[config.mk]
export PLATFORM = sky130hd
export DESIGN_NAME = int_muldiv_unit_flat
export DESIGN_NICKNAME = d
export VERILOG_FILES = /design/src/rtl/int_muldiv_unit_if.sv /design/src/rtl/int_muldiv_unit.sv /design/src/flat_wrapper.sv
export SDC_FILE = /design/constraint.sdc
export NUM_CORES = 1
export LEC_CHECK = 0
export CAP_MARGIN = 5
export CORE_MARGIN = 3
export CORE_UTILIZATION = 37
export DETAILED_ROUTE_END_ITERATION = 10
export PLACE_DENSITY_LB_ADDON = 0.25
export SLEW_MARGIN = 10
export SYNTH_ARGS = -nofsm -noshare
export SYNTH_HDL_FRONTEND = slang
export SYNTH_SLANG_ARGS = --single-unit
[constraint.sdc]
create_clock -name clk -period 10.65 [get_ports clk]
set_clock_uncertainty 0.2 [all_clocks]
set_input_delay 2.13 -clock clk [delete_from_list [all_inputs] [get_ports clk]]
set_output_delay 2.13 -clock clk [all_outputs]
set_load 0.03 [all_outputs]
[src/rtl/int_muldiv_unit_if.sv]
// ---------------------------------------------------------------------------
// int_muldiv_unit_if
//
// Issue/result bus of the iterative multiply/divide unit.
//
// Signals
//   flush      issuer -> unit   kill any in-flight or pending operation
//   in_valid   issuer -> unit   operation offered
//   in_ready   unit -> issuer   unit is idle and can take an operation
//   in_op      issuer -> unit   0 MUL, 1 MULH, 2 MULHSU, 3 MULHU,
//                               4 DIV, 5 DIVU, 6 REM, 7 REMU
//   in_s1      issuer -> unit   rs1 / dividend
//   in_s2      issuer -> unit   rs2 / divisor
//   in_tag     issuer -> unit   opaque issue tag
//   out_valid  unit -> consumer result available
//   out_ready  consumer -> unit result taken
//   out_result unit -> consumer result value
//   out_tag    unit -> consumer tag of the result
//
// Modports
//   master : the execute-stage issue/writeback logic
//   slave  : the multiply/divide unit
// ---------------------------------------------------------------------------
interface int_muldiv_unit_if #(
    parameter int WIDTH = 32,
    parameter int TAG_W = 6
);
    logic             flush;
    logic             in_valid;
    logic             in_ready;
    logic [2:0]       in_op;
    logic [WIDTH-1:0] in_s1;
    logic [WIDTH-1:0] in_s2;
    logic [TAG_W-1:0] in_tag;
    logic             out_valid;
    logic             out_ready;
    logic [WIDTH-1:0] out_result;
    logic [TAG_W-1:0] out_tag;

    modport master (
        output flush,
        output in_valid,
        input  in_ready,
        output in_op,
        output in_s1,
        output in_s2,
        output in_tag,
        input  out_valid,
        output out_ready,
        input  out_result,
        input  out_tag
    );

    modport slave (
        input  flush,
        input  in_valid,
        output in_ready,
        input  in_op,
        input  in_s1,
        input  in_s2,
        input  in_tag,
        output out_valid,
        input  out_ready,
        output out_result,
        output out_tag
    );
endinterface

[src/rtl/int_muldiv_unit.sv]
// ---------------------------------------------------------------------------
// int_muldiv_unit
//
// Iterative integer multiply/divide unit covering the RV M-extension op set
// at WIDTH bits. One bit is processed per clock: shift-add for multiplies,
// restoring division for DIV/REM. Signed operands are reduced to magnitudes
// when the operation is accepted, the iteration runs unsigned, and the sign
// of the result is fixed up on the last step. Divide-by-zero and signed
// overflow are resolved at accept time without iterating.
//
// At most one operation is in flight. The issue tag travels with the
// operation and is presented alongside the result.
//
// Ports
//   clk    clock
//   rst_n  asynchronous active-low reset; discards all state immediately
//   bus    int_muldiv_unit_if.slave - issue handshake, result handshake,
//          flush (see the interface file for the signal list)
//
// The WIDTH/TAG_W parameters must match those of the connected interface.
// ---------------------------------------------------------------------------
module int_muldiv_unit #(
    parameter int WIDTH = 32,
    parameter int TAG_W = 6
) (
    input  logic               clk,
    input  logic               rst_n,
    int_muldiv_unit_if.slave   bus
);

    localparam int CNT_W = $clog2(WIDTH + 1);

    localparam logic [1:0] ST_IDLE = 2'd0;
    localparam logic [1:0] ST_BUSY = 2'd1;
    localparam logic [1:0] ST_DONE = 2'd2;

    localparam logic [2:0] OP_MUL    = 3'd0;
    localparam logic [2:0] OP_MULH   = 3'd1;
    localparam logic [2:0] OP_MULHSU = 3'd2;
    localparam logic [2:0] OP_MULHU  = 3'd3;
    localparam logic [2:0] OP_DIV    = 3'd4;
    localparam logic [2:0] OP_DIVU   = 3'd5;
    localparam logic [2:0] OP_REM    = 3'd6;
    localparam logic [2:0] OP_REMU   = 3'd7;

    localparam logic [WIDTH-1:0] MIN_VAL  = {1'b1, {(WIDTH-1){1'b0}}};
    localparam logic [WIDTH-1:0] ALL_ONES = {WIDTH{1'b1}};
    localparam logic [WIDTH-1:0] ZERO     = {WIDTH{1'b0}};

    // -----------------------------------------------------------------------
    // State
    // -----------------------------------------------------------------------
    logic [1:0]       state_reg;
    logic [CNT_W-1:0] cnt_reg;
    logic             is_div_reg;    // 1: divide family, 0: multiply family
    logic             sel_alt_reg;   // mul: take high half; div: take remainder
    logic             neg_reg;       // negate the magnitude result at the end
    logic [WIDTH-1:0] opnd_reg;      // multiplicand magnitude / divisor magnitude
    logic [WIDTH-1:0] acc_reg;       // product high half / partial remainder
    logic [WIDTH-1:0] lo_reg;        // multiplier then product low half / dividend then quotient
    logic [TAG_W-1:0] tag_reg;       // tag of the operation in flight
    logic [WIDTH-1:0] out_result_reg;
    logic [TAG_W-1:0] out_tag_reg;

    assign bus.in_ready   = (state_reg == ST_IDLE);
    assign bus.out_valid  = (state_reg == ST_DONE);
    assign bus.out_result = out_result_reg;
    assign bus.out_tag    = out_tag_reg;

    // -----------------------------------------------------------------------
    // Accept-time decode: operand signedness, magnitudes, result sign and
    // the divide special cases.
    // -----------------------------------------------------------------------
    logic             acc_is_div;
    logic             acc_sel_alt;
    logic             s1_signed;
    logic             s2_signed;
    logic             s1_neg;
    logic             s2_neg;
    logic [WIDTH-1:0] s1_mag;
    logic [WIDTH-1:0] s2_mag;
    logic             acc_neg;
    logic             div_by_zero;
    logic             div_overflow;
    logic             acc_special;
    logic [WIDTH-1:0] special_result;

    always_comb begin
        s1_signed = 1'b0;
        s2_signed = 1'b0;
        unique case (bus.in_op)
            OP_MULH:          begin s1_signed = 1'b1; s2_signed = 1'b1; end
            OP_MULHSU:        begin s1_signed = 1'b1; s2_signed = 1'b0; end
            OP_DIV, OP_REM:   begin s1_signed = 1'b1; s2_signed = 1'b1; end
            default:          begin s1_signed = 1'b0; s2_signed = 1'b0; end
        endcase

        acc_is_div  = bus.in_op[2];
        // For MULH/MULHSU/MULHU the high half is wanted; for REM/REMU the
        // remainder. In both families that is any op with a non-zero low
        // bit pair except DIV/DIVU, so decode the two families separately.
        acc_sel_alt = bus.in_op[2] ? bus.in_op[1] : (bus.in_op[1:0] != 2'b00);

        s1_neg = s1_signed & bus.in_s1[WIDTH-1];
        s2_neg = s2_signed & bus.in_s2[WIDTH-1];
        // Negating MIN yields MIN, which is the correct unsigned magnitude.
        s1_mag = s1_neg ? (ZERO - bus.in_s1) : bus.in_s1;
        s2_mag = s2_neg ? (ZERO - bus.in_s2) : bus.in_s2;

        // MUL's low half is sign-agnostic, so it always runs unsigned.
        // REM follows the dividend; DIV and MULH* follow the operand XOR.
        acc_neg = 1'b0;
        unique case (bus.in_op)
            OP_MUL:                                acc_neg = 1'b0;
            OP_MULH, OP_MULHSU, OP_MULHU, OP_DIV:  acc_neg = s1_neg ^ s2_neg;
            OP_REM:                                acc_neg = s1_neg;
            default:                               acc_neg = 1'b0;
        endcase

        div_by_zero  = acc_is_div && (bus.in_s2 == ZERO);
        div_overflow = ((bus.in_op == OP_DIV) || (bus.in_op == OP_REM)) &&
                       (bus.in_s1 == MIN_VAL) && (bus.in_s2 == ALL_ONES);
        acc_special  = div_by_zero || div_overflow;

        special_result = ZERO;
        if (div_by_zero) begin
            special_result = bus.in_op[1] ? bus.in_s1 : ALL_ONES;
        end else if (div_overflow) begin
            special_result = bus.in_op[1] ? ZERO : MIN_VAL;
        end
    end

    // -----------------------------------------------------------------------
    // One iteration step
    // -----------------------------------------------------------------------
    // Shift-add multiply: acc:lo holds the running product with the
    // not-yet-consumed multiplier bits in the low end of lo. Each step adds
    // the multiplicand to the high half when the current multiplier bit is
    // set, then shifts the whole WIDTH*2+1 bit quantity right by one.
    logic [WIDTH:0]   mul_sum;
    logic [WIDTH-1:0] mul_acc_next;
    logic [WIDTH-1:0] mul_lo_next;

    // Restoring divide: shift the next dividend bit into the partial
    // remainder, subtract the divisor if it fits, and shift the resulting
    // quotient bit into lo behind the consumed dividend bits.
    logic [WIDTH:0]   div_shift;
    logic             div_ge;
    logic [WIDTH-1:0] div_acc_next;
    logic [WIDTH-1:0] div_lo_next;

    logic [WIDTH-1:0] step_acc_next;
    logic [WIDTH-1:0] step_lo_next;

    always_comb begin
        mul_sum      = {1'b0, acc_reg} + (lo_reg[0] ? {1'b0, opnd_reg} : {(WIDTH+1){1'b0}});
        mul_acc_next = mul_sum[WIDTH:1];
        mul_lo_next  = {mul_sum[0], lo_reg[WIDTH-1:1]};

        div_shift    = {acc_reg, lo_reg[WIDTH-1]};
        div_ge       = (div_shift >= {1'b0, opnd_reg});
        // The remainder always stays below the divisor, so the subtraction
        // result fits in WIDTH bits and the carry-out can be ignored.
        div_acc_next = div_ge ? (div_shift[WIDTH-1:0] - opnd_reg) : div_shift[WIDTH-1:0];
        div_lo_next  = {lo_reg[WIDTH-2:0], div_ge};

        step_acc_next = is_div_reg ? div_acc_next : mul_acc_next;
        step_lo_next  = is_div_reg ? div_lo_next  : mul_lo_next;
    end

    // -----------------------------------------------------------------------
    // Final sign correction and result selection, applied to the values
    // produced by the last step so the result is registered on that edge.
    // -----------------------------------------------------------------------
    logic [2*WIDTH-1:0] prod_mag;
    logic [2*WIDTH-1:0] prod_fixed;
    logic [WIDTH-1:0]   div_mag;
    logic [WIDTH-1:0]   div_fixed;
    logic [WIDTH-1:0]   final_result;

    always_comb begin
        prod_mag   = {mul_acc_next, mul_lo_next};
        prod_fixed = neg_reg ? ({(2*WIDTH){1'b0}} - prod_mag) : prod_mag;

        div_mag    = sel_alt_reg ? div_acc_next : div_lo_next;
        div_fixed  = neg_reg ? (ZERO - div_mag) : div_mag;

        if (is_div_reg) begin
            final_result = div_fixed;
        end else begin
            final_result = sel_alt_reg ? prod_fixed[2*WIDTH-1:WIDTH] : prod_fixed[WIDTH-1:0];
        end
    end

    // -----------------------------------------------------------------------
    // Control and datapath registers
    // -----------------------------------------------------------------------
    always_ff @(posedge clk or negedge rst_n) begin
        if (!rst_n) begin
            state_reg      <= ST_IDLE;
            cnt_reg        <= '0;
            is_div_reg     <= 1'b0;
            sel_alt_reg    <= 1'b0;
            neg_reg        <= 1'b0;
            opnd_reg       <= '0;
            acc_reg        <= '0;
            lo_reg         <= '0;
            tag_reg        <= '0;
            out_result_reg <= '0;
            out_tag_reg    <= '0;
        end else if (bus.flush) begin
            // Flush beats both a new issue and a result handshake. The
            // output registers keep their last value; only out_valid drops.
            state_reg <= ST_IDLE;
        end else begin
            unique case (state_reg)
                ST_IDLE: begin
                    if (bus.in_valid) begin
                        is_div_reg  <= acc_is_div;
                        sel_alt_reg <= acc_sel_alt;
                        neg_reg     <= acc_neg;
                        tag_reg     <= bus.in_tag;
                        if (acc_special) begin
                            out_result_reg <= special_result;
                            out_tag_reg    <= bus.in_tag;
                            state_reg      <= ST_DONE;
                        end else begin
                            acc_reg   <= ZERO;
                            // Multiply consumes s2 from lo and adds s1;
                            // divide consumes s1 from lo and subtracts s2.
                            opnd_reg  <= acc_is_div ? s2_mag : s1_mag;
                            lo_reg    <= acc_is_div ? s1_mag : s2_mag;
                            cnt_reg   <= CNT_W'(WIDTH);
                            state_reg <= ST_BUSY;
                        end
                    end
                end

                ST_BUSY: begin
                    acc_reg <= step_acc_next;
                    lo_reg  <= step_lo_next;
                    cnt_reg <= cnt_reg - 1'b1;
                    if (cnt_reg == CNT_W'(1)) begin
                        out_result_reg <= final_result;
                        out_tag_reg    <= tag_reg;
                        state_reg      <= ST_DONE;
                    end
                end

                ST_DONE: begin
                    if (bus.out_ready) begin
                        state_reg <= ST_IDLE;
                    end
                end

                default: begin
                    state_reg <= ST_IDLE;
                end
            endcase
        end
    end

endmodule

[src/flat_wrapper.sv]
// flat-port wrapper written by rule: the top's interface ports become plain ports
module int_muldiv_unit_flat 
#(
    parameter int WIDTH = 32,
    parameter int TAG_W = 6
)
  (clk, rst_n, bus_flush, bus_in_valid, bus_in_ready, bus_in_op, bus_in_s1, bus_in_s2, bus_in_tag, bus_out_valid, bus_out_ready, bus_out_result, bus_out_tag);
  int_muldiv_unit_if #(.WIDTH(WIDTH), .TAG_W(TAG_W)) bus_i ();
  input  logic clk;
  input  logic rst_n;
  input wire logic [$bits(bus_i.flush)-1:0] bus_flush;
  input wire logic [$bits(bus_i.in_valid)-1:0] bus_in_valid;
  output wire logic [$bits(bus_i.in_ready)-1:0] bus_in_ready;
  input wire logic [$bits(bus_i.in_op)-1:0] bus_in_op;
  input wire logic [$bits(bus_i.in_s1)-1:0] bus_in_s1;
  input wire logic [$bits(bus_i.in_s2)-1:0] bus_in_s2;
  input wire logic [$bits(bus_i.in_tag)-1:0] bus_in_tag;
  output wire logic [$bits(bus_i.out_valid)-1:0] bus_out_valid;
  input wire logic [$bits(bus_i.out_ready)-1:0] bus_out_ready;
  output wire logic [$bits(bus_i.out_result)-1:0] bus_out_result;
  output wire logic [$bits(bus_i.out_tag)-1:0] bus_out_tag;
  assign bus_i.flush = bus_flush;
  assign bus_i.in_valid = bus_in_valid;
  assign bus_in_ready = bus_i.in_ready;
  assign bus_i.in_op = bus_in_op;
  assign bus_i.in_s1 = bus_in_s1;
  assign bus_i.in_s2 = bus_in_s2;
  assign bus_i.in_tag = bus_in_tag;
  assign bus_out_valid = bus_i.out_valid;
  assign bus_i.out_ready = bus_out_ready;
  assign bus_out_result = bus_i.out_result;
  assign bus_out_tag = bus_i.out_tag;
  int_muldiv_unit #(.WIDTH(WIDTH), .TAG_W(TAG_W)) u_core (.clk(clk), .rst_n(rst_n), .bus(bus_i));
endmodule
Yosys cells after proc, flatten, opt, wreduce, memory -nomap -nowiden
Cells that the tools add are included.
{"block": "op_classes", "n_addsub": 7, "order_cmp": 1, "eq_ne": 17, "muxes": 44, "bitwise_logic": 5, "n_reduce_logical": 17}
{"cell": "32-bit 2-to-1 mux", "n": 23}
{"cell": "32-bit case mux with 2 select lines", "n": 3}
{"cell": "1-bit by 32-bit subtractor with 32-bit output (first input constant)", "n": 3}
{"cell": "32-bit equality test (second input constant)", "n": 2}
{"cell": "64-bit 2-to-1 mux", "n": 1}
{"cell": "1-bit by 64-bit subtractor with 64-bit output (first input constant)", "n": 1}
{"cell": "32-bit by 33-bit adder with 33-bit output", "n": 1}
{"cell": "33-bit by 32-bit >= comparator with 1-bit output", "n": 1}
{"cell": "32-bit logical NOT", "n": 1}
{"cell": "32-bit subtractor", "n": 1}
{"cell": "6-bit 2-to-1 mux", "n": 5}
{"cell": "6-bit case mux with 2 select lines", "n": 2}
{"cell": "2-bit 2-to-1 mux", "n": 5}
{"cell": "4-bit AND reduction", "n": 2}
{"cell": "4-bit OR reduction", "n": 2}
{"cell": "3-bit by 2-bit equality test with 1-bit output (second input constant)", "n": 2}
{"cell": "3-bit equality test (second input constant)", "n": 2}
{"cell": "6-bit by 1-bit equality test with 1-bit output (second input constant)", "n": 1}
{"cell": "3-bit by 2-bit inequality test with 1-bit output (second input constant)", "n": 2}
{"cell": "2-bit case mux with 3 select lines", "n": 1}
{"cell": "3-bit AND reduction", "n": 2}
{"cell": "6-bit by 1-bit subtractor with 6-bit output (second input constant)", "n": 1}
{"cell": "5-bit AND reduction", "n": 1}
{"cell": "2-bit by 1-bit inequality test with 1-bit output (second input constant)", "n": 2}
{"cell": "15 further kinds", "n": 24}
{"block": "totals", "regBits": 151, "inputBits": 78, "out_inout_bits": 40}

Depth between registers and ports, before layout
Gate-level depths: netlist of run 1.
{"block": "depth", "ltp_word": 9, "mapped_depth": 22, "mapped_depth_nobuf": 18}

Worst setup path after synthesis of run 1
OpenSTA, ideal clock, no wires.
{"block": "synth_timing", "path_type": "input to register", "startpoint": "input port bus_in_s2[8]", "endpoint": "register u_core.out_result_reg[18] (netlist: u_core.bus.out_result[18])", "setup_time_ps": 88, "arrival_ps": 5212, "required_time_ps": 10362, "slack_ps": 5150, "stages": 12, "path_buffers": 3, "cell_sequence": "or4_1 > nor4_1 > nor3b_1 > nand4_1 > nor2_1 > o21bai_1 > a21o_1 > clkbuf_1 > clkbuf_1 > buf_1 > nor2_1 > a41oi_1"}
{"block": "synth_via", "elab_chain_cells": 7}
{"item": "from (decl)", "line_no": "flat_wrapper.sv:16", "source": "input wire logic [$bits(bus_i.in_s2)-1:0] bus_in_s2;"}
{"item": "32-bit equality test", "line_no": "int_muldiv_unit.sv:122", "source": "(bus.in_s1 == MIN_VAL) && (bus.in_s2 == ALL_ONES);"}
{"item": "1-bit logical AND", "line_no": "int_muldiv_unit.sv:122"}
{"item": "32-bit 2-to-1 mux", "line_no": "int_muldiv_unit.sv:128", "source": "end else if (div_overflow) begin"}
{"item": "32-bit 2-to-1 mux", "line_no": "int_muldiv_unit.sv:126", "source": "if (div_by_zero) begin"}
{"item": "32-bit 2-to-1 mux", "line_no": "int_muldiv_unit.sv:223", "source": "if (acc_special) begin"}
{"item": "32-bit 2-to-1 mux", "line_no": "int_muldiv_unit.sv:218", "source": "if (bus.in_valid) begin"}
{"item": "32-bit case mux with 2 select lines", "line_no": "int_muldiv_unit.sv:216", "source": "unique case (state_reg)"}
{"item": "to (signal assigned)", "line_no": "int_muldiv_unit.sv:224", "source": "out_result_reg <= special_result;"}
{"item": "to (signal assigned)", "line_no": "int_muldiv_unit.sv:244", "source": "out_result_reg <= final_result;"}
{"item": "to (decl)", "line_no": "int_muldiv_unit.sv:62", "source": "logic [WIDTH-1:0] out_result_reg;"}
Parallel ways exist; a longest one is shown, timed or not. The select of a mux whose other input is x is not followed.
A chain may end at the register's enable or synchronous reset.

Worst setup path in the final report of run 1
{"block": "layout_timing", "startpoint": "input port bus_in_s1[6]", "endpoint": "register u_core.cnt_reg[5]"}
{"block": "layout_via", "elab_chain_cells": 6}
{"item": "from (decl)", "line_no": "flat_wrapper.sv:15", "source": "input wire logic [$bits(bus_i.in_s1)-1:0] bus_in_s1;"}
{"item": "32-bit equality test", "line_no": "int_muldiv_unit.sv:122"}
{"item": "1-bit logical AND", "line_no": "int_muldiv_unit.sv:121", "source": "div_overflow = ((bus.in_op == OP_DIV) || (bus.in_op == OP_REM)) &&"}
{"item": "1-bit logical AND", "line_no": "int_muldiv_unit.sv:122"}
{"item": "1-bit logical OR", "line_no": "int_muldiv_unit.sv:123", "source": "acc_special = div_by_zero || div_overflow;"}
{"item": "2-bit inequality test (no source line)"}
{"item": "4-bit AND reduction (no source line)"}
{"item": "to (signal assigned)", "line_no": "int_muldiv_unit.sv:233", "source": "cnt_reg <= CNT_W'(WIDTH);"}
{"item": "to (signal assigned)", "line_no": "int_muldiv_unit.sv:242", "source": "cnt_reg <= cnt_reg - 1'b1;"}
{"item": "to (decl)", "line_no": "int_muldiv_unit.sv:54", "source": "logic [CNT_W-1:0] cnt_reg;"}
Every way passes these cells.

==> results.toml, run 1 <==
[worst_hold_path]
hold_class = "flip-flop to flip-flop"
whs_path_depth = 1
min_from = "u_core.bus.out_result[15]"
whs_endpoint = "u_core.bus.out_result[15]"

[clock_network]
clockRootBuffer = "clkbuf_16"
cts_resized = 0
post_cts_buffers = 0
insertion_delay_ps = 460
cts_num_sinks = 151
numCtsBuffers = 17
cts_tree = "built"
hold_buffers = 0
cts.clk_slew.worst_paths_ps = 70
ctsLongestPathBuffers = 2
htreeDepth = 4

[worst_setup_path]
reg2reg_depth = 17
regToRegSetupSlack_ps = 4290
critPathKind = "input pin to flip-flop"
cp-start-kind = "input pin"
worstPathRequired_ps = 10770
slowest_stage = "buf_4"
worstPathArrival_ps = 6510
crit_fanout = 83
crit_family = "simple AND/OR/NAND/NOR gates"
cp-end-kind = "flip-flop"
worstPathCellList = "clkdlybuf4s50_1 -> nor3_1 -> nand2b_1 -> nor4_1 -> nor3b_1 -> nand3_1 -> o21bai_1 -> nor2_1 -> o21ai_4 -> buf_4 -> nor4_1 -> nor3b_1 -> xnor2_1 -> nand2_1"
cpPeakStageDelay_ps = 710
r2r_start = "u_core.opnd_reg[25]"
cp.buffers_inverters = 2
reg2reg_to = "u_core.bus.out_result[24]"

[status]
status = "finished, final reports clean"

[drt]
antenna_left = 0
drt_iter0_drc = 2320
avgRoutedWirePerCell_um = 24.9
drtPass1Iterations = 6
wl_um = 74800
wl_met1_um = 31600
highest_layer = "met4"
drc = 0
wl_met2_um = 33800
vias = 19000
wl_met3_um = 6260
viasPerCell = 6.31

[synth]
synth_area_mm2 = 0.0172
synth_edf_count = 0
synth-seq-area-share_pct = 22.0
synth.avg_cell_area_um2 = 7.15
synth_area_leaders = "dfrtp_1 22%, o21ai_0 6.6%, a21oi_1 6.4%"
synth_top_cell_by_area = "dfrtp_1"
synth_warnings = 0
synth_flop_cell = "dfrtp_1"
synth-async-reset-ratio_pct = 100
synth-seq-cells = 151
yosysUniqueCellTypes = 91
syn_nets = 2552
synth_top_area_share_pct = 22.0
post_synth_inst_count = 2401

[sta]
drv_slew = 0
fin_setup_tns_ps = 0
setup_viol = 0
post-route-period-util_pct = 60.0
relSlewSlack_pct = 27.4
fmax_mhz = 157
fin_crit_ps = 6390
tightestPinTransition_ps = 1090
finalHoldViolations = 0
rsz0062_at_grt = "false"

[floorplan]
die_w_um = 221
dieArea_mm2 = 0.0490
die_h_um = 221
row_count = 78
coreArea_mm2 = 0.0456
start_util_pct = 37.7
ios = 118

[power]
leakage_uw = 0.00772
powerDensity_mw_per_mm2 = 222
ir_worst_vdd_v = 0.000109

[place]
dp.final_hpwl_um = 58400
gp_congestion = 0.999
io_buffers = 117

[global_route]
grt_max_degree = 104
overflow = 0
antenna_found_initial = 4
grt_pass1_vias = 17400
grt.total_usage_pct = 29.4
grt_pass1_wl_um = 112000

[finish]
utilization_pct = 42.2
synthToLayoutAreaGrowth_pct = 12.1
fin_nets = 2544
n_antenna_cell = 0
drive_gt1_share_pct = 4.70
layout_common_cells = "288 x nand2_1, 252 x nor2_1, 224 x o21ai_0, 218 x a21oi_1, 148 x dfrtp_1"
layout_commonest_cell = "nand2_1"

[job]
max-cap-violations = 0
## where the power goes
part	internal, uW	switching (uW)
Combinational	933	1680
Sequential	736	285
Clock	351	289
## worst max path at each step
| stage | endpoint | cells after the start | slack (ps) | from |
|---|---|---|---|---|
| after floorplan | u_core.bus.out_result[18] | 12 | 5150 | bus_in_s2[8] |
| after global placement | u_core.cnt_reg[5] | 14 | 4000 | bus_in_s1[6] |
| after detailed placement | u_core.cnt_reg[5] | 14 | 3960 | bus_in_s1[6] |
| after CTS | u_core.bus.out_result[24] | 17 | 4450 | u_core.opnd_reg[26] |
| after global routing | u_core.cnt_reg[5] | 14 | 3810 | bus_in_s1[6] |
| final | u_core.cnt_reg[5] | 14 | 4260 | bus_in_s1[6] |
## final cells by class
cell class,instances,area (um^2)
Multi-Input combinational cell,2012,12500
Sequential cell,151,3790
Fill cell,4697,26300
Inverter,69,259
Timing Repair Buffer,142,1360
Clock inverter,14,163
Clock buffer,18,429
Tap cell,600,751
## cell usage after synthesis, types with 7 or more instances
| cell | count |
|---|---|
| mux2_2 | 14 |
| ha_1 | 71 |
| o21ai_1 | 9 |
| or2_2 | 8 |
| o21a_1 | 11 |
| a31oi_1 | 40 |
| nor3b_1 | 13 |
| clkbuf_1 | 137 |
| nor3_1 | 55 |
| a41oi_1 | 12 |
| o211ai_1 | 27 |
| xor2_1 | 76 |
| or3_1 | 23 |
| nand2b_1 | 21 |
| o21ai_0 | 225 |
| a21oi_1 | 218 |
| o41ai_1 | 14 |
| buf_1 | 25 |
| o21bai_1 | 9 |
| nor2_1 | 252 |
| nand2_1 | 289 |
| o31ai_1 | 41 |
| inv_1 | 67 |
| nand4_1 | 48 |
| a211oi_1 | 19 |
| mux2i_1 | 64 |
| nor2b_1 | 14 |
| and3_1 | 10 |
| nand3_1 | 50 |
| xnor2_1 | 105 |
| nor4_1 | 24 |
| and2_1 | 46 |
| or4_1 | 29 |
| a22o_1 | 10 |
| a21o_1 | 29 |
| dfrtp_1 | 151 |
| a221oi_1 | 7 |
| a311oi_1 | 13 |
## cells by family (layout without fill, tap and decap cells)
logic type,after synthesis,in the layout,synth area share (%)
DFF,151,151,22.0
and+or+nand+nor,912,912,25.4
AOI/OAI and AO/OA,768,768,28.0
buffers and inverters,238,243,5.34
muxes,78,78,4.65
adders and majority gates,73,73,5.41
xor gates and xnor gates,181,181,9.23
## layer usage
metal  vias to the layer above  GRT usage [%]
met1                      9104           40.3
met5                         -              0
met2                       972           47.0
li1                       8724              -
met3                       161           4.47
met4                         0           11.0
## per-stage QoR
| stage | setup slack (ps) | hold slack (ps) | instances | power, uW | area (um^2) |
|---|---|---|---|---|---|
| final | 4260 | 309 | 3006 | 4270 | 19200 |
| after global routing | 3810 | 322 | 3006 | 4520 | 19200 |
| after CTS | 4450 | 311 | 3006 | 4220 | 19200 |
| after detailed placement | 3960 | 284 | 2974 | 3570 | 18700 |
| after global placement | 4000 | 283 | 2974 | 3550 | 18700 |
| after floorplan | 5150 | 263 | 2401 | 2650 | 17200 |
(Power assumes the default switching activity.)
==> run 2, diff against run 1 <==
Clock period 10.65 ns to 5.2 ns, I/O delays scaled along.
==> results.toml, run 2 (synthesis results as in run 1) <==
[status]
status = "finished, final reports clean"

[drt]
drc = 0
drt_iter0_drc = 2280
viasPerCell = 6.09
antenna_left = 0
vias = 19900
drtPass1Iterations = 7
wl_um = 82200
avgRoutedWirePerCell_um = 25.2

[clock_network]
cts_tree = "built"
ctsLongestPathBuffers = 2
cts.clk_slew.worst_paths_ps = 70
insertion_delay_ps = 490
cts_num_sinks = 151
numCtsBuffers = 17
htreeDepth = 4
clockRootBuffer = "clkbuf_16"

[floorplan]
die_h_um = 221
ios = 118
coreArea_mm2 = 0.0456
die_w_um = 221
row_count = 78
start_util_pct = 37.7
dieArea_mm2 = 0.0490

[power]
ir_worst_vdd_v = 0.000291
finalPower_uw = 9740
leakage_uw = 0.00903
powerDensity_mw_per_mm2 = 455

[finish]
layout_commonest_cell = "nand2_1"
drive_gt1_share_pct = 15.2
stdcell_count = 3267
layout_common_cells = "288 x nand2_1, 279 x buf_4, 251 x nor2_1, 222 x o21ai_0, 216 x a21oi_1"
design_area_mm2 = 0.0214
synthToLayoutAreaGrowth_pct = 24.6
fin_nets = 2804

[sta]
fmax_mhz = 196
setup_viol = 0
post-route-period-util_pct = 98.2
rsz0062_at_grt = "true"
fin_setup_tns_ps = 0
fin_crit_ps = 5110
tightestPinTransition_ps = 934
relSlewSlack_pct = 37.7
finalHoldViolations = 0
setup_ws_ps = 92.5
drv_slew = 0

[place]
dp_slack_ps = -75.7
io_buffers = 117
dp.final_hpwl_um = 66200
dp.cells = 3230
placed_area_mm2 = 0.0206
gp_congestion = 1.03

[worst_hold_path]
whs_path_depth = 1
hold_class = "flip-flop to flip-flop"

[worst_setup_path]
cp-start-kind = "flip-flop"
cp-end-kind = "flip-flop"
worstPathArrival_ps = 5270
worstPathCellList = "buf_4 -> buf_6 -> and2_1 -> ha_1 -> a21oi_1 -> o21ai_0 -> a21oi_2 -> nand2_1 -> xor2_1 -> or3_1 -> or4_1 -> nor4_1 -> a31oi_1 -> xnor2_1 -> a211oi_1 -> buf_4 -> o22a_1"
slowest_stage = "or4_1"
crit_fanout = 25
reg2reg_depth = 17
cpPeakStageDelay_ps = 630
worstPathRequired_ps = 5360
critPathKind = "flip-flop to flip-flop"
regToRegSetupSlack_ps = 90
cpMostUsedCell = "buf_4"

[global_route]
grt.total_usage_pct = 32.3
antenna_found_initial = 7
grt_pass1_wl_um = 121000
grt_max_degree = 99
grt_pass1_vias = 18800
overflow = 0

[job]
max-cap-violations = 0
[run 2: critical path: cells and delay by family, from the launching register on]
family                     cells  cell delay (ps)
and+or+nand+nor                5             1660
AOI/OAI and AO/OA              6             1340
buffers and inverters          3              510
xor gates and xnor gates       2              440
adders and majority gates      1              420
DFF                            1              400
[run 2: where the power goes]
part / internal, uW / switching, uW / leakage (uW)
registers: 1510 / 378 / 0.00187
logic: 2590 / 4000 / 0.00689
clock network: 628 / 625 / 0.000269
total: 4730 / 5000 / 0.00903
[run 2: per-stage QoR]
stage          hold slack (ps)  util (%)
3_3_place_gp               275      45.3
6_report                   308      46.9
5_1_grt                    320      46.9
2_1_floorplan              263         -
3_5_place_dp               286      45.3
4_1_cts                    309      46.5
[run 2: layout make-up]
class	instances	area, um^2
diodes	1	2.50
clock buffers	17	425
clock inverters	15	134
fillers	4654	24200
inverters	69	259
multi-input cells	2012	12700
flip-flops and latches	151	3790
well taps	600	751
repair buffers	402	3370
[run 2: final timing paths]
check                                          startpoint                         to
worst max-delay path                     u_core.lo_reg[0]  u_core.bus.out_result[30]
worst min-delay path            u_core.bus.out_result[15]  u_core.bus.out_result[15]
worst max register to register           u_core.lo_reg[0]  u_core.bus.out_result[30]
worst min register to register  u_core.bus.out_result[15]  u_core.bus.out_result[15]
max in group asynchronous                           rst_n        u_core.opnd_reg[17]
min in group asynchronous                           rst_n          u_core.cnt_reg[0]
[run 2: routing by layer]
metal | GRT usage [%] | share of wire [%] | up-vias
li1 | - | - | 9241
met1 | 42.4 | 41 | 9572
met2 | 51.9 | 46 | 876
met3 | 6.66 | 8.3 | 190
met4 | 13.1 | 4.4 | 12
met5 | 0 | 0.10 | -
[run 2: timing repair]
action / CTS / global route
pin swaps: 0 / 12
gates cloned: 0 / 0
setup endpoints to repair: 2 / 15
hold buffers: 0 / 0
setup buffers: 0 / 4
resized for setup: 2 / 40
==> run 3, diff against run 2 <==
Settings changed: ABC_AREA set to 1.
==> results.toml, run 3 <==
[status]
status = "finished, final reports clean"

[synth]
synth_flop_cell = "dfrtp_1"
yosysUniqueCellTypes = 59
synth.avg_cell_area_um2 = 5.93
synth-seq-cells = 151
synth-async-reset-ratio_pct = 100
synth_edf_count = 0
synthTopCellsByCount = "811 x nand2_1, 390 x inv_1, 288 x nor2_1"
post_synth_inst_count = 3086
synth_area_mm2 = 0.0183
synth-seq-area-share_pct = 20.6
synth_top_area_share_pct = 20.6
synth_warnings = 0
synth_area_leaders = "dfrtp_1 21%, nand2_1 17%, inv_1 8.0%"
syn_nets = 3237
synth_top_cell_by_area = "dfrtp_1"
yosysMostFrequentCell = "nand2_1"

[floorplan]
ios = 118
dieArea_mm2 = 0.0522
start_util_pct = 37.9
row_count = 80
die_w_um = 228
coreArea_mm2 = 0.0483
die_h_um = 228

[finish]
drive_gt1_share_pct = 6.38
synthToLayoutAreaGrowth_pct = 13.2
layout_commonest_cell = "nand2_1"
fillCellCount = 5298
n_antenna_cell = 0
fin_nets = 3290
layout_common_cells = "811 x nand2_1, 386 x inv_1, 285 x nor2_1, 268 x o21ai_0, 234 x nand3_1"

[drt]
drc = 0
vias = 21600
antenna_left = 0
wl_um = 82000
viasPerCell = 5.67
drt_iter0_drc = 2653
drtPass1Iterations = 8
avgRoutedWirePerCell_um = 21.5

[clock_network]
numCtsBuffers = 17
cts_resized = 0
cts_num_sinks = 151
insertion_delay_ps = 500
post_cts_buffers = 0
ctsLongestPathBuffers = 2
cts.clk_slew.worst_paths_ps = 80
htreeDepth = 4
cts_tree = "built"
clockRootBuffer = "clkbuf_16"
hold_buffers = 0

[global_route]
grt.total_usage_pct = 30.8
grt_pass1_vias = 20500
grt_pass1_wl_um = 124000
grt_max_degree = 89
antenna_found_initial = 0
overflow = 0

[worst_hold_path]
whs_endpoint = "u_core.bus.out_tag[4]"
min_from = "u_core.bus.out_tag[4]"
whs_path_depth = 2
hold_class = "flip-flop to flip-flop"

[place]
gp_congestion = 1.04
dp_slack_ps = 613
io_buffers = 117
dp.final_hpwl_um = 66200

[sta]
fin_setup_tns_ps = 0
setup_viol = 0
finalHoldViolations = 0
relSlewSlack_pct = 38.9
holdWs_ps = 282
fmax_mhz = 217
fin_crit_ps = 4610
setup_ws_ps = 595
post-route-period-util_pct = 88.6
rsz0062_at_grt = "false"
drv_slew = 0
tightestPinTransition_ps = 917

[worst_setup_path]
reg2reg_to = "u_core.bus.out_result[25]"
cp-start-kind = "flip-flop"
reg2reg_depth = 25
r2r_start = "u_core.opnd_reg[27]"
crit_family = "simple AND/OR/NAND/NOR gates"
cpPeakStageDelay_ps = 510
cp.buffers_inverters = 2
cp-end-kind = "flip-flop"
regToRegSetupSlack_ps = 590
cpMostUsedCell = "nand2_1"
slowest_stage = "ha_1"
worstPathRequired_ps = 5430
critPathKind = "flip-flop to flip-flop"
worstPathArrival_ps = 4830
crit_fanout = 30

[power]
ir_worst_vdd_v = 0.000380
powerDensity_mw_per_mm2 = 792
leakage_uw = 0.0102

[job]
max-cap-violations = 0
[run 3: worst min-delay path: stages, from the launching register on]
cell and delay (ps):
dfrtp_1 350, a21oi_1 60, inv_1 50
[run 3: cell families (layout without fill, tap and decap cells)]
kind of cell	after synthesis	after routing	share of synthesized area (%)
adders and majority gates	73	73	5.07
AOI/OAI and AO/OA	657	657	20.4
buffers and inverters	522	588	11.1
and+or+nand+nor	1573	1573	37.5
xor gates and xnor gates	110	110	5.26
DFF	151	151	20.6
[run 3: where the power goes]
group          leakage, uW  switching, uW  internal, uW  total (uW)
Combinational      0.00804           8910          3720       12600
Clock             0.000303            667           694        1360
Sequential         0.00186            706          1730        2430
Total               0.0102          10300          6140       16400
[run 3: metrics by stage]
stage	instance area, um^2	instances	util [%]	power, uW
finish	20700	3808	42.9	16400
global route	20700	3808	42.9	17600
CTS	20700	3808	42.9	16100
detailed placement	20100	3776	41.6	14600
global placement	20100	3776	41.6	14700
floorplan	18300	3086	-	10400
[run 3: how the worst max path moves through the flow]
stage | end | depth (start not counted) | from | slack, ps
4_1_cts | u_core.bus.out_result[25] | 25 | u_core.opnd_reg[27] | 780
2_1_floorplan | u_core.bus.out_result[28] | 26 | u_core.lo_reg[0] | 1580
3_3_place_gp | u_core.bus.out_result[20] | 16 | bus_in_s1[0] | 570
5_1_grt | u_core.bus.out_result[25] | 25 | u_core.opnd_reg[21] | 410
3_5_place_dp | u_core.bus.out_result[20] | 16 | bus_in_s1[0] | 610
6_report | u_core.bus.out_result[25] | 25 | u_core.opnd_reg[27] | 590
[run 3: cell type report]
| class | instances | area, um^2 | area share, % |
|---|---|---|---|
| Clock buffer | 17 | 425 | 2.05 |
| Clock inverter | 15 | 198 | 0.954 |
| Inverter | 396 | 1490 | 7.18 |
| Multi-Input combinational cell | 2413 | 12500 | 60.3 |
| Sequential cell | 151 | 3780 | 18.3 |
| Tap cell | 656 | 821 | 3.96 |
| Timing Repair Buffer | 160 | 1500 | 7.25 |
[run 3: layer usage]
layer	vias to the layer above	GRT usage, %	wire length (um)
met2	1098	47.5	35400
met1	10100	41.8	35400
met4	0	14.5	3970
met3	162	5.31	7330
met5	-	0	0
li1	10300	-	-
